===== src/rtl/game_sequencer.sv =====
// game_sequencer: top-level game controller sequencing title, level load, timed play,
// level result and final win/game-over screens around the per-level claw/loot FSM.
// Inputs : clk, reset (async, active-high), startOfFrame (1-cycle pulse),
//          is_enter_pressed (level), level_ended (level), level_score[9:0]
// Outputs: start_level (pulse in LOAD), goal[9:0], timer_ended, seconds_left[6:0],
//          level_num[2:0], total_score[11:0] (saturating), level_clear (in TITLE),
//          game_state[2:0] (TITLE=0 LOAD=1 PLAY=2 RESULT=3 GAME_OVER=4 WIN=5)
module game_sequencer #(
  parameter int NUM_LEVELS     = 3,
  parameter int LEVEL_TIME     = 60,
  parameter int FRAMES_PER_SEC = 30,
  parameter int GOAL_BASE      = 20,
  parameter int GOAL_STEP      = 20
) (
  input  logic       clk,
  input  logic       reset,
  input  logic       startOfFrame,
  input  logic       is_enter_pressed,
  input  logic       level_ended,
  input  logic [9:0] level_score,
  output logic       start_level,
  output logic [9:0] goal,
  output logic       timer_ended,
  output logic [6:0] seconds_left,
  output logic [2:0] level_num,
  output logic [11:0] total_score,
  output logic       level_clear,
  output logic [2:0] game_state
);
  typedef enum logic [2:0] {
    TITLE     = 3'd0,
    LOAD      = 3'd1,
    PLAY      = 3'd2,
    RESULT    = 3'd3,
    GAME_OVER = 3'd4,
    WIN       = 3'd5
  } state_t;
  state_t      r_state, w_next;
  logic        r_enter_q, r_pass, r_timer_ended;
  logic [5:0]  r_frame;
  logic [6:0]  r_seconds;
  logic [2:0]  r_level;
  logic [9:0]  r_goal, r_score;
  logic [11:0] r_total;
  logic [12:0] w_sum;
  logic        w_enter_edge, w_last, w_sec_tick;
  // enter_q resets high so a key held through reset is not seen as a press
  assign w_enter_edge = is_enter_pressed & ~r_enter_q;
  assign w_last       = int'(r_level) >= NUM_LEVELS - 1;
  assign w_sec_tick   = startOfFrame && int'(r_frame) == FRAMES_PER_SEC - 1;
  assign w_sum        = {1'b0, r_total} + {3'b000, r_score};
  assign start_level  = r_state == LOAD;
  assign level_clear  = r_state == TITLE;
  assign game_state   = r_state;
  assign goal         = r_goal;
  assign timer_ended  = r_timer_ended;
  assign seconds_left = r_seconds;
  assign level_num    = r_level;
  assign total_score  = r_total;
  always_comb begin
    w_next = r_state;
    case (r_state)
      TITLE:          if (w_enter_edge) w_next = LOAD;
      LOAD:           w_next = PLAY;
      PLAY:           if (level_ended) w_next = RESULT;
      RESULT:         if (w_enter_edge) w_next = !r_pass ? GAME_OVER : w_last ? WIN : LOAD;
      GAME_OVER, WIN: if (w_enter_edge) w_next = TITLE;
      default:        w_next = TITLE;
    endcase
  end
  always_ff @(posedge clk or posedge reset) begin
    if (reset) begin
      r_state       <= TITLE;
      r_enter_q     <= 1'b1;
      r_pass        <= 1'b0;
      r_timer_ended <= 1'b0;
      r_frame       <= '0;
      r_seconds     <= '0;
      r_level       <= '0;
      r_goal        <= 10'(GOAL_BASE);
      r_score       <= '0;
      r_total       <= '0;
    end else begin
      r_state   <= w_next;
      r_enter_q <= is_enter_pressed;
      // cleared in the same cycle PLAY is left
      r_timer_ended <= r_state == PLAY && w_next == PLAY && r_seconds == '0;
      if (r_state == TITLE && w_enter_edge) begin
        r_level <= '0;
        r_total <= '0;
      end
      if (r_state == LOAD) begin
        r_goal    <= 10'(GOAL_BASE + GOAL_STEP * int'(r_level));
        r_seconds <= 7'(LEVEL_TIME);
        r_frame   <= '0;
      end
      if (r_state == PLAY && startOfFrame)
        r_frame <= w_sec_tick ? '0 : r_frame + 6'd1;
      if (r_state == PLAY && w_sec_tick && r_seconds != '0)
        r_seconds <= r_seconds - 7'd1;
      if (r_state == PLAY && level_ended) begin
        r_pass  <= level_score >= r_goal;
        r_score <= level_score;
      end
      if (r_state == RESULT && w_enter_edge && r_pass) begin
        r_total <= w_sum[12] ? 12'hFFF : w_sum[11:0];
        if (!w_last) r_level <= r_level + 3'd1;
      end
    end
  end
endmodule


===== config.mk =====
export PLATFORM = sky130hd
export DESIGN_NAME = game_sequencer
export DESIGN_NICKNAME = d
export VERILOG_FILES = /design/src/rtl/game_sequencer.sv
export SDC_FILE = /design/constraint.sdc
export NUM_CORES = 1
export LEC_CHECK = 0
export ABC_AREA = 1
export BUFFER_PORTS_ARGS = -buffer_cell sky130_fd_sc_hd__buf_2
export CORE_MARGIN = 2
export CORE_UTILIZATION = 57
export CTS_CLUSTER_DIAMETER = 40
export DETAILED_ROUTE_END_ITERATION = 8
export PLACE_DENSITY = 0.88
export SLEW_MARGIN = 20
export SYNTH_ARGS = -nofsm -noshare
export SYNTH_HDL_FRONTEND = slang
export SYNTH_SLANG_ARGS = --single-unit

===== constraint.sdc =====
create_clock -name clk -period 2.56 [get_ports clk]
set_input_delay 0.384 -clock clk [delete_from_list [all_inputs] [get_ports clk]]
set_output_delay 0.384 -clock clk [all_outputs]
set_load 0.02 [all_outputs]

==> impl_results.md, run 1 <==
* Final HPWL DP at 5610 µm
* Grt ovf at 0
* Fin Clk Skew at 0.0115 ns
* Sequential-to-total area share from yosys stat at approximately two fifths
* Worst-Skew Late Latency at 0.31 ns
* Fin util at 66.6%
* Antenna Nets Post-Route at 0
* Num CTS Buffers at 5
* Initial detailed-routing violation count at 213
* Routed vias/inst at between 5 and 6
* Max IR drop VDD at 0.000510 V
* CTS tree: done
* PD cells at 860 nW/µm²
* Leak Pwr at 2.05 nW
* Maximum root-to-sink buffer count at 2
* Yosys warning count at 0
* Slew Viols, Final at 0
* Layout net count at 531
* Worst-path fanout max at 9
* Req. time, crit path at around 2.8 ns
* Worst slew margin relative to its limit at between 50% and 60%
* Vias at 2995
* Async SR Flop Fraction at 100%
* CTS H-tree depth at 2
* Synth Flop Type: dfrtp_1
* Worst Path Arrival at 2.34 ns
* Total GRT Usage at 24.8%
* First-pass GRT wire length at between 10000 and 15000 µm
* Synthesized area per cell at between 7 and 8 µm²
* Yosys cell types at 43
* Vias in the first global route at between 2000 and 3000
* Most frequent cell after synthesis: nand2_1
* Synth area leaders: dfrtp_1 37%, nand2_1 17%, ha_1 9.9%, inv_1 6.9%, nand3_1 4.0%
* Setup violators final at 0
* CTS Hold Bufs at 0
* Initial Util at 59.1%
* Die area at 6370 µm²
* Area grow syn2layout at 12.6%
* Slowest cell on crit path: fa_1
* Post-CTS Resized at 0
* Post-route setup TNS at 0 ns
* Final wirelength at 7270 µm
* Crit end category: flop
* Clock Tree Root: clkbuf_8
* Max incr delay on CP at between 0.4 and 0.5 ns
* Status: completed
* Post-CTS Setup Inserts at 0
* Hold Violations, Final at 0
* Crit path top cell by count: nand2_1
* Synth top area share at 36.7%
* CP cell instances: ha_1 > fa_1 > nand2_1 > nand3_1 > nand2_1 > nor2_4 > nor2_4 > o21ai_0 > nand2_1 > nand2_1
* Max-cap viol count at 0
* Antenna violations before repair at 0
* Worst Hold Class: in2async
* Layout cell share with drive strength beyond 1 at 16.5%
* Tcrit/Tclk final at 83.6%
* Placer Congestion at ~0.95
* Setup Crit Path Kind: reg2reg
* Unrepaired setup endpoints after global routing: false
* Synth cell count leaders: 149 x nand2_1, 60 x inv_1, 48 x dfrtp_1, 26 x ha_1, 26 x nand3_1
* DP Worst Slack at between 0.4 and 0.5 ns
* Routed WL per cell at 12.9 µm
* # diodes at 0
* Synthesized cell area at about 3300 µm²
* EDFF count, synth at 0
* WHS at roughly 0.14 ns
* PnR worst setup slack at approximately 0.42 ns
* # DRC at 0
* Io pins at 53
* Die Y at 79.8 µm
* Slew @ Worst Pin at between 0.6 and 0.7 ns
* Drt first pass iters at 5
* Clock net sink count at 51
* Row count at 27
* Syn Inst Count at 434
* Synth area leader: dfrtp_1
* Largest net degree at the start of global routing at 30
* Die W at around 80 µm
* Clock slew at reported path FFs at 0.10 ns
* CP Launch Type: flop
* Fmax at 467 MHz
* PortBufs at 49
* Core area at 5540 µm²
* Yosys reg bits at 51
* Min Clock Period, post-route at 2.14 ns
==> cell type report <==
type                    count  area [µm²]
flip-flops and latches     51        1280
multi-input cells         314        1720
clock buffers               5        68.8
clock inverters             3        23.8
fillers                   483        1850
well taps                  72        90.1
repair buffers             52         268
inverters                  65         244
==> cells in the final DEF, fill, tap and decap left out, types with 2 or more instances in the layout <==
cell type     n
o22ai_1       6
inv_1        59
nor2_1       21
buf_2        49
conb_1        3
inv_2         3
ha_1         26
xor2_1        7
o21ai_0      16
o21ai_1       4
nand3b_1      2
clkbuf_8      5
nand2_4       2
nand2_2       4
nand2_1     149
a21oi_1      10
dfstp_2       3
clkinv_1      3
nand4_1       6
xnor2_1       4
buf_4         3
dfrtp_1      48
nor3_1        7
nor2_4        3
nand3_1      26
clkinvlp_4    2
==> per-stage QoR <==
step	total power, mW	instances	area (µm²)
3_5_place_dp	2.69	554	3600
4_1_cts	3.19	562	3690
5_1_grt	3.44	562	3690
2_1_floorplan	2.30	436	3280
6_report	3.18	562	3690
3_3_place_gp	2.63	554	3600
==> critical path: cells and delay by family (launching register included) <==
kind | cells | cell delay [ns]
DFF | 1 | 0.41
adders and majority gates | 2 | 0.68
and+or+nand+nor | 7 | 0.84
AOI/OAI and AO/OA | 1 | 0.13
==> flip-flops by register name, summed over array words and instances, names as in the netlist <==
name,count
game_state,3
r_score,10
level_num,3
r_frame,6
timer_ended,1
r_enter_q,1
r_pass,1
total_score,12
seconds_left,7
goal,7
==> path summary, 6_finish.rpt <==
| path | from | end | slack (ns) | depth (start not counted) |
|---|---|---|---|---|
| max | total_score[0] | total_score[2] | 0.42 | 10 |
| min | reset | r_score[0] | 0.14 | 2 |
| max in group asynchronous | reset | goal[4] | 1.73 | 3 |
| min reg2reg | goal[4] | goal[4] | 0.50 | 2 |
| max reg2reg | total_score[0] | total_score[2] | 0.42 | 10 |
| min in group clk | is_enter_pressed | r_enter_q | 0.17 | 1 |
==> where the power goes <==
group	leakage, nW	total, mW	switching [mW]	internal [mW]
clock network	0.0408	0.481	0.285	0.196
registers	0.656	1.22	0.205	1.02
logic	1.35	1.47	0.950	0.521
==> per-layer routing <==
layer,GRT usage [%],routed length (µm),up-vias
met5,0,0,-
met4,8.14,143,0
met3,4.98,483,16
met2,42.1,3470,85
met1,31.6,3170,1406
li1,-,-,1488
==> cell families after synthesis <==
logic type / Yosys count / synth area share (%)
flops: 51 / 39.1
other cells: 1 / 0.114
buf+inv: 71 / 8.78
simple gates: 228 / 30.7
fa+ha+maj: 27 / 10.5
xor+xnor: 11 / 2.94
compound gates: 45 / 7.87
Power figures use the tool's default switching activity.
==> inputs of run 2 (changes only) <==
--- a/config.mk
+++ b/config.mk
@@ -5,10 +5,10 @@
 export SDC_FILE = /design/constraint.sdc
 export NUM_CORES = 1
 export LEC_CHECK = 0
-export ABC_AREA = 1
+export ABC_AREA = 0
 export BUFFER_PORTS_ARGS = -buffer_cell sky130_fd_sc_hd__buf_2
 export CORE_MARGIN = 2
-export CORE_UTILIZATION = 57
+export CORE_UTILIZATION = 56
 export CTS_CLUSTER_DIAMETER = 40
 export DETAILED_ROUTE_END_ITERATION = 8
 export PLACE_DENSITY = 0.88
==> constraint.sdc (replaced) <==
create_clock -name clk -period 2.1 [get_ports clk]
set_input_delay 0.315 -clock clk [delete_from_list [all_inputs] [get_ports clk]]
set_output_delay 0.315 -clock clk [all_outputs]
set_load 0.02 [all_outputs]
==> run 2 against run 1 <==
- total power rose by 60%
- wire length shrank 3.5%
- non-clock buffer count increased by 7
- sequential share of layout area up 1.1 points
- clock skew down 0.0048 ns
- critical path type unchanged
- setup slack worse by 0.33 ns
- first-iteration DRC count down 8.0%
- clock power up 15%
==> impl_results.md, run 2 <==
* Placer Congestion at 0.962 (+0.97%)
* Sequential-to-total area share from yosys stat at 40.8% (+1.7 points)
* Clock net sink count at 51 (unchanged)
* Synth Area in Compound Gates at 17.7% (+9.8 points)
* Yosys reg bits at 51 (unchanged)
* Synth Area in XOR/XNOR at 3.35% (+0.41 points)
* Io pins at 53 (unchanged)
* CTS tree: done
* Reg2Reg Setup Slack at 0.09 ns (-0.33 ns)
* Drt first pass iters at 4 (-1)
* # diodes at 0 (unchanged)
* CP delay by family, top: compound AO/OA/AOI/OAI gates
* Synth Area in Adders at 11.0% (+0.47 points)
* Routed WL per cell at 15.5 µm (+20%)
* Synth area leader: dfrtp_1
* Yosys cell types at 54 (+26%)
* WHS at 0.0426 ns (-0.0950 ns)
* NetSw at 2.33 mW (+62%)
* Synth Flop Type: dfrtp_1
* Yosys warning count at 0 (unchanged)
* Critical Path Stages at 7 (-3)
* Worst Hold Class: in2async
* Post-route setup TNS at 0 ns (unchanged)
* Layout cell share with drive strength beyond 1 at 24.5% (+7.9 points)
* Antenna violations before repair at 0 (unchanged)
* Max incr delay on CP at 0.40 ns (-0.03 ns)
* Final non-filler cell total at 452 (-20%)
* Synth top area share at 38.3% (+1.6 points)
* FF-to-FF path depth at 7 (-3)
* Slew @ Worst Pin at 0.584 ns (-0.0330 ns)
* Synthesized area per cell at 9.71 µm² (+29%)
* Most frequent cell after synthesis: dfrtp_1
* PD cells at 1420 nW/µm² (+65%)
* Row count at 27 (unchanged)
* Initial detailed-routing violation count at 196 (-8.0%)
* Final wirelength at 7010 µm (-3.5%)
* Synth cell count leaders: 48 x dfrtp_1, 32 x o21ai_0, 27 x nand2_1, 26 x ha_1, 20 x nor2_1
* Post-CTS Setup Inserts at 0 (unchanged)
* Area grow syn2layout at 14.0%
* Int Power at 2.75 mW (+58%)
* Largest family of logic cells by synthesized area: compound AO/OA/AOI/OAI gates
* Async SR Flop Fraction at 100% (unchanged)
* Die area at 6220 µm² (-2.4%)
* FF-to-FF End: total_score[5]
* Comb pwr share at 55.6% (+9.3 points)
* Clock power frac at 10.9% (-4.2 points)
* Initial Util at 57.3% (-1.8 points)
* Worst-Skew Late Latency at 0.30 ns (about the same)
* Placed cell count at 444 (-20%)
* Vias in the first global route at 2481 (-17%)
* Hold Violations, Final at 0 (unchanged)
* Die Y at 78.8 µm (-1.2%)
* Fmax at 496 MHz (+6.3%)
* Clock Tree Root: clkbuf_8
* CTS H-tree depth at 2 (unchanged)
* WP buf/inv at 0 (unchanged)
* Setup violators final at 0 (unchanged)
* Grt ovf at 0 (unchanged)
* Total GRT Usage at 23.8% (-0.94 points)
* CTS Hold Bufs at 0 (unchanged)
* CP Launch Type: flop
* Max IR drop VDD at 0.000625 V (+23%)
* Max-cap viol count at 0 (unchanged)
* EDFF count, synth at 0 (unchanged)
* Crit end category: flop
* Leak Pwr at 1.71 nW (-17%)
* Synthesized cell area at 3140 µm² (-4.3%)
* First-pass GRT wire length at 11700 µm (-7.6%)
* Unrepaired setup endpoints after global routing: false
* Tcrit/Tclk final at 95.9% (+12 points)
* Leading cell types in the layout, fill and taps excluded: 49 x buf_2, 48 x dfrtp_1, 32 x o21ai_0
* Post-CTS Resized at 2 (+2)
* CP cell instances: ha_1 > fa_2 > a211oi_2 > nor3_1 > o21a_2 > nand2_2 > o211ai_1
* Fin util at 65.3% (-1.3 points)
* # DRC at 0 (unchanged)
* Launching point of the worst reg2reg path: total_score[0]
* Antenna Nets Post-Route at 0 (unchanged)
* Die W at 78.8 µm (-1.2%)
* Worst Path Arrival at 2.18 ns (-0.16 ns)
* Layout net count at 421 (-21%)
* Largest net degree at the start of global routing at 28 (-6.7%)
* Vias at 2644 (-12%)
* Flop pwr share at 33.5% (-5.1 points)
* Setup Crit Path Kind: reg2reg
* Slowest cell on crit path: dfrtp_1
* Fin Clk Skew at 0.00672 ns (-0.00481 ns)
* Num CTS Buffers at 5 (unchanged)
* Min Clock Period, post-route at 2.01 ns (-0.126 ns)
* Mux contribution to synthesized area at 4.95% (+4.9 points)
* Syn Inst Count at 323 (-26%)
* PortBufs at 49 (unchanged)
* Status: completed
* Maximum root-to-sink buffer count at 2 (unchanged)
* Worst slew margin relative to its limit at 60.9% (+2.2 points)
* Req. time, crit path at 2.27 ns (-0.49 ns)
* Final HPWL DP at 5230 µm (-6.8%)
* Clock slew at reported path FFs at 0.09 ns (about the same)
* Synth Area in Simple Gates at 17.0% (-14 points)
* Core area at 5470 µm² (-1.2%)
* Number of flip-flops under the largest register name at 12 (unchanged)
* Most common cell after layout, fill and taps aside: buf_2
* Worst-path fanout max at 6 (-3)
* Sw Share at 45.9% (+0.56 points)
* Routed vias/inst at 5.85 (+9.8%)
* Slew Viols, Final at 0 (unchanged)
* Synth area leaders: dfrtp_1 38%, ha_1 10%, o21ai_0 5.1%, mux2_2 3.9%, nand2_1 3.2%
[run 2: cell types whose count changed in the layout (fill, tap and decap cells not counted), moves of 4 or more]
cell | before | now
buf_4 | 3 | 9
o21ai_0 | 16 | 32
o22ai_1 | 6 | 2
inv_1 | 59 | 17
mux2_2 | 0 | 11
nand2_1 | 149 | 26
a21oi_1 | 10 | 15
nand3_1 | 26 | 19
o211ai_1 | 1 | 8
[run 2: how the worst max path moves through the flow]
| stage | start | to | slack [ns] |
|---|---|---|---|
| after floorplan | total_score[0] | total_score[5] | 0.0006 |
| after global placement | total_score[0] | total_score[5] | 0.02 |
| after detailed placement | total_score[0] | total_score[5] | -0.07 |
| after CTS | total_score[0] | total_score[5] | 0.04 |
| after global routing | total_score[0] | total_score[5] | 0.01 |
| final | total_score[0] | total_score[5] | 0.09 |
[run 2: routing by layer]
metal  vias up  global-route usage (%)  wire length, µm
li1       1288                       -                -
met2        80                    40.9             3620
met4         0                    7.76               99
met1      1266                    30.1             2910
met5         -                       0                0
met3        10                    5.11              381
[run 2: logic make-up after synthesis]
group                    count (synthesis)
adder cells (fa/ha/maj)                 27
multiplexers                            14
AO/OA/AOI/OAI                           89
AND/OR/NAND/NOR                         99
flip-flops                              51
buffers and inverters                   30
other                                    1
XOR/XNOR                                12
[run 2: worst reg2reg max path, stage by stage (launching register included)]
cell and delay [ns]:
dfrtp_1 0.40, ha_1 0.24, fa_2 0.37, a211oi_2 0.23, nor3_1 0.12, o21a_2 0.28
nand2_2 0.12, o211ai_1 0.13
[run 2: final cells by class]
| cell class | instances | area [µm²] |
|---|---|---|
| fill | 464 | 1900 |
| clock buffer | 5 | 68.8 |
| timing repair buffer | 59 | 333 |
| multi-input combinational | 244 | 1720 |
| sequential | 51 | 1280 |
| tap | 72 | 90.1 |
| inverter | 18 | 67.6 |
| clock inverter | 3 | 15.0 |
[run 2: power groups by stage]
stage          Combinational [mW]  Sequential [mW]  Clock [mW]
2_1_floorplan                1.90             1.84           0
3_3_place_gp                 2.64             1.70           0
3_5_place_dp                 2.75             1.72           0
4_1_cts                      2.78             1.70       0.565
5_1_grt                      3.12             1.76       0.603
6_report                     2.82             1.70       0.555
[run 2: stage by stage]
stage          total power, mW  area (µm²)  setup WS, ns
2_1_floorplan             3.74        3140      0.000594
3_5_place_dp              4.47        3480       -0.0709
5_1_grt                   5.49        3570        0.0112
3_3_place_gp              4.34        3480        0.0175
4_1_cts                   5.05        3570        0.0351
6_report                  5.08        3570        0.0857
==> inputs of run 3 (changes only) <==
==> constraint.sdc (replaced) <==
create_clock -name clk -period 2.3 [get_ports clk]
set_input_delay 0.345 -clock clk [delete_from_list [all_inputs] [get_ports clk]]
set_output_delay 0.345 -clock clk [all_outputs]
set_load 0.02 [all_outputs]
==> run 3 against run 2 <==
- combinational power decreased by 12%
- critical path type is now reg2out
- highest routed layer unchanged
- non-clock buffer count decreased by 5
- critical path depth decreased by 3
- cell area about the same
- largest power group unchanged
- total power decreased by 5.7%
- global-route usage increased by 0.69 points
- die area unchanged
- core utilization about the same
- register-to-register slack improved by 0.06 ns
- clock power increased by 33%
==> impl_results.md, run 3 (synthesis gave the netlist of run 2 again) <==
* Initial Util at 57.3% (unchanged)
* # diodes at 0 (unchanged)
* Worst Hold Class: in2async
* First-pass GRT wire length at 12000 µm (+2.6%)
* Comb pwr share at 51.8% (-3.8 points)
* Fmax at around 460 MHz
* Routed vias/inst at 5.88 (+0.54%)
* Antenna Nets Post-Route at 0 (unchanged)
* Slew @ Worst Pin at 0.589 ns (+0.00506 ns)
* Layout cell share with drive strength beyond 1 at 22.1% (-2.3 points)
* Final Total Pwr at 4.78 mW (-5.7%)
* GRT busiest layer: met2
* Maximum root-to-sink buffer count at 2 (unchanged)
* CTS Hold Bufs at 0 (unchanged)
* Clock power frac at 15.4% (+4.5 points)
* Most common cell after layout, fill and taps aside: buf_2
* Worst slew margin relative to its limit at 60.5% (-0.42 points)
* Layout net count at 416 (-1.2%)
* Total GRT Usage at 24.5% (+0.69 points)
* Status: completed
* CP Launch Type: flop
* Core area at 5470 µm² (unchanged)
* Tcrit/Tclk final at roughly 94%
* Met1 usage in global routing at 29.9% (-0.16 points)
* Setup violators final at 0 (unchanged)
* PD cells at 1340 nW/µm² (-5.8%)
* Leak Pwr at 1.69 nW (-0.74%)
* Max IR drop VDD at 0.000559 V (-11%)
* CTS tree: done
* Met3 usage at 5.00% (-0.11 points)
* Clock net sink count at 51 (unchanged)
* Antenna violations before repair at 0 (unchanged)
* Worst-path fanout max at 13 (+7)
* Crit end category: output port
* Flop pwr share at 32.8% (-0.7 points)
* Int Power at 2.68 mW (-2.6%)
* Io pins at 53 (unchanged)
* Initial detailed-routing violation count at 142 (-28%)
* Final wirelength at 7030 µm (+0.27%)
* Vias in the first global route at 2619 (+5.6%)
* Post-CTS Resized at 0 (-2)
* Leading cell types in the layout, fill and taps excluded: 49 x buf_2, 48 x dfrtp_1, 32 x o21ai_0
* Largest net degree at the start of global routing at 52 (+86%)
* Fin util at 65.3% (about the same)
* # DRC at 0 (unchanged)
* Layout fillers at 470 (+1.3%)
* Final non-filler cell total at 447 (-1.1%)
* Slew Viols, Final at 0 (unchanged)
* Post-route cell area at 3580 µm² (about the same)
* Clock Tree Root: clkbuf_8
* Post-CTS Setup Inserts at 0 (unchanged)
* Sw Share at 44.1% (-1.8 points)
* Area grow syn2layout at 14.0% (about the same)
* Die Y at 78.8 µm (unchanged)
* Global-route track usage on met2 at 42.5% (+1.5 points)
* Die area at 6220 µm² (unchanged)
* Num CTS Buffers at 5 (unchanged)
* Clock slew at reported path FFs at 0.10 ns (about the same)
* Setup Crit Path Kind: reg2out
* Number of flip-flops under the largest register name at 12 (unchanged)
* Drt first pass iters at 4 (unchanged)
* NetSw at 2.11 mW (-9.5%)
* Post-route setup TNS at 0 ns (unchanged)
* Hold Violations, Final at 0 (unchanged)
* Worst Path Arrival at 1.81 ns (-0.37 ns)
* Routed WL per cell at 15.7 µm (+1.4%)
* Fin Clk Skew at 0.00996 ns (+0.00324 ns)
* Grt ovf at 0 (unchanged)
* Min Clock Period, post-route at 2.16 ns
* Final HPWL DP at 5220 µm (-0.30%)
* Max-cap viol count at 0 (unchanged)
* Row count at 27 (unchanged)
* PortBufs at 49 (unchanged)
* CTS H-tree depth at 2 (unchanged)
* Placed cell count at 439 (-1.1%)
* Placer Congestion at 0.890 (-7.4%)
* Placement-stage cell area at 3440 µm² (-1.1%)
* Worst-Skew Late Latency at 0.31 ns (about the same)
* Die W at 78.8 µm (unchanged)
* Vias at 2629 (-0.57%)
* Req. time, crit path at 1.96 ns (-0.31 ns)
[run 3: cell count changes in the layout (fill, tap and decap cells not counted), sizes merged]
cell,change
clkbuf,+1
buf,-5
bufinv,+2
clkinv,-3
[run 3: critical path: stages, from the launching register on]
cell	delay, ns
dfrtp_1	0.65
inv_1	0.15
or3_4	0.44
inv_1	0.10
buf_2	0.16
[run 3: final timing paths]
check                                  from              end  slack [ns]  depth (start not counted)
max                           game_state[0]      start_level        0.14                          4
min                                   reset  seconds_left[6]        0.06                          3
max reg2reg                  total_score[0]   total_score[5]        0.15                          7
min reg2reg                      r_frame[5]       r_frame[5]        0.49                          1
max in group asynchronous             reset        r_enter_q        1.96                          3
min in group clk           is_enter_pressed        r_enter_q        0.16                          1
[run 3: routing by layer]
metal,share of wire (%),wire (µm)
met2,51,3580
met4,2.1,150
met5,0,0
met1,42,2970
met3,4.7,331
[run 3: per-stage QoR]
step                hold WS (ns)  worst slack, ns
floorplan                  0.349            0.201
global placement           0.406            0.165
detailed placement         0.413           0.0881
CTS                       0.0694           0.0651
global route              0.0841         -0.00817
finish                    0.0579            0.142
[run 3: final cells by class]
cell class              count  area (µm²)  area share (%)
clock buffers               6        72.6            2.03
clock inverters             2        60.1            1.68
inverters                  18        67.6            1.89
multi-input cells         244        1710            47.8
flip-flops and latches     51        1280            35.8
well taps                  72        90.1            2.52
repair buffers             54         295            8.26
[run 3: power groups by stage]
stage	registers, mW	clock network [mW]	logic (mW)
6_report	1.57	0.738	2.48
5_1_grt	1.63	0.783	2.78
4_1_cts	1.58	0.755	2.47
3_5_place_dp	1.60	0	2.43
3_3_place_gp	1.57	0	2.36
2_1_floorplan	1.68	0	1.73
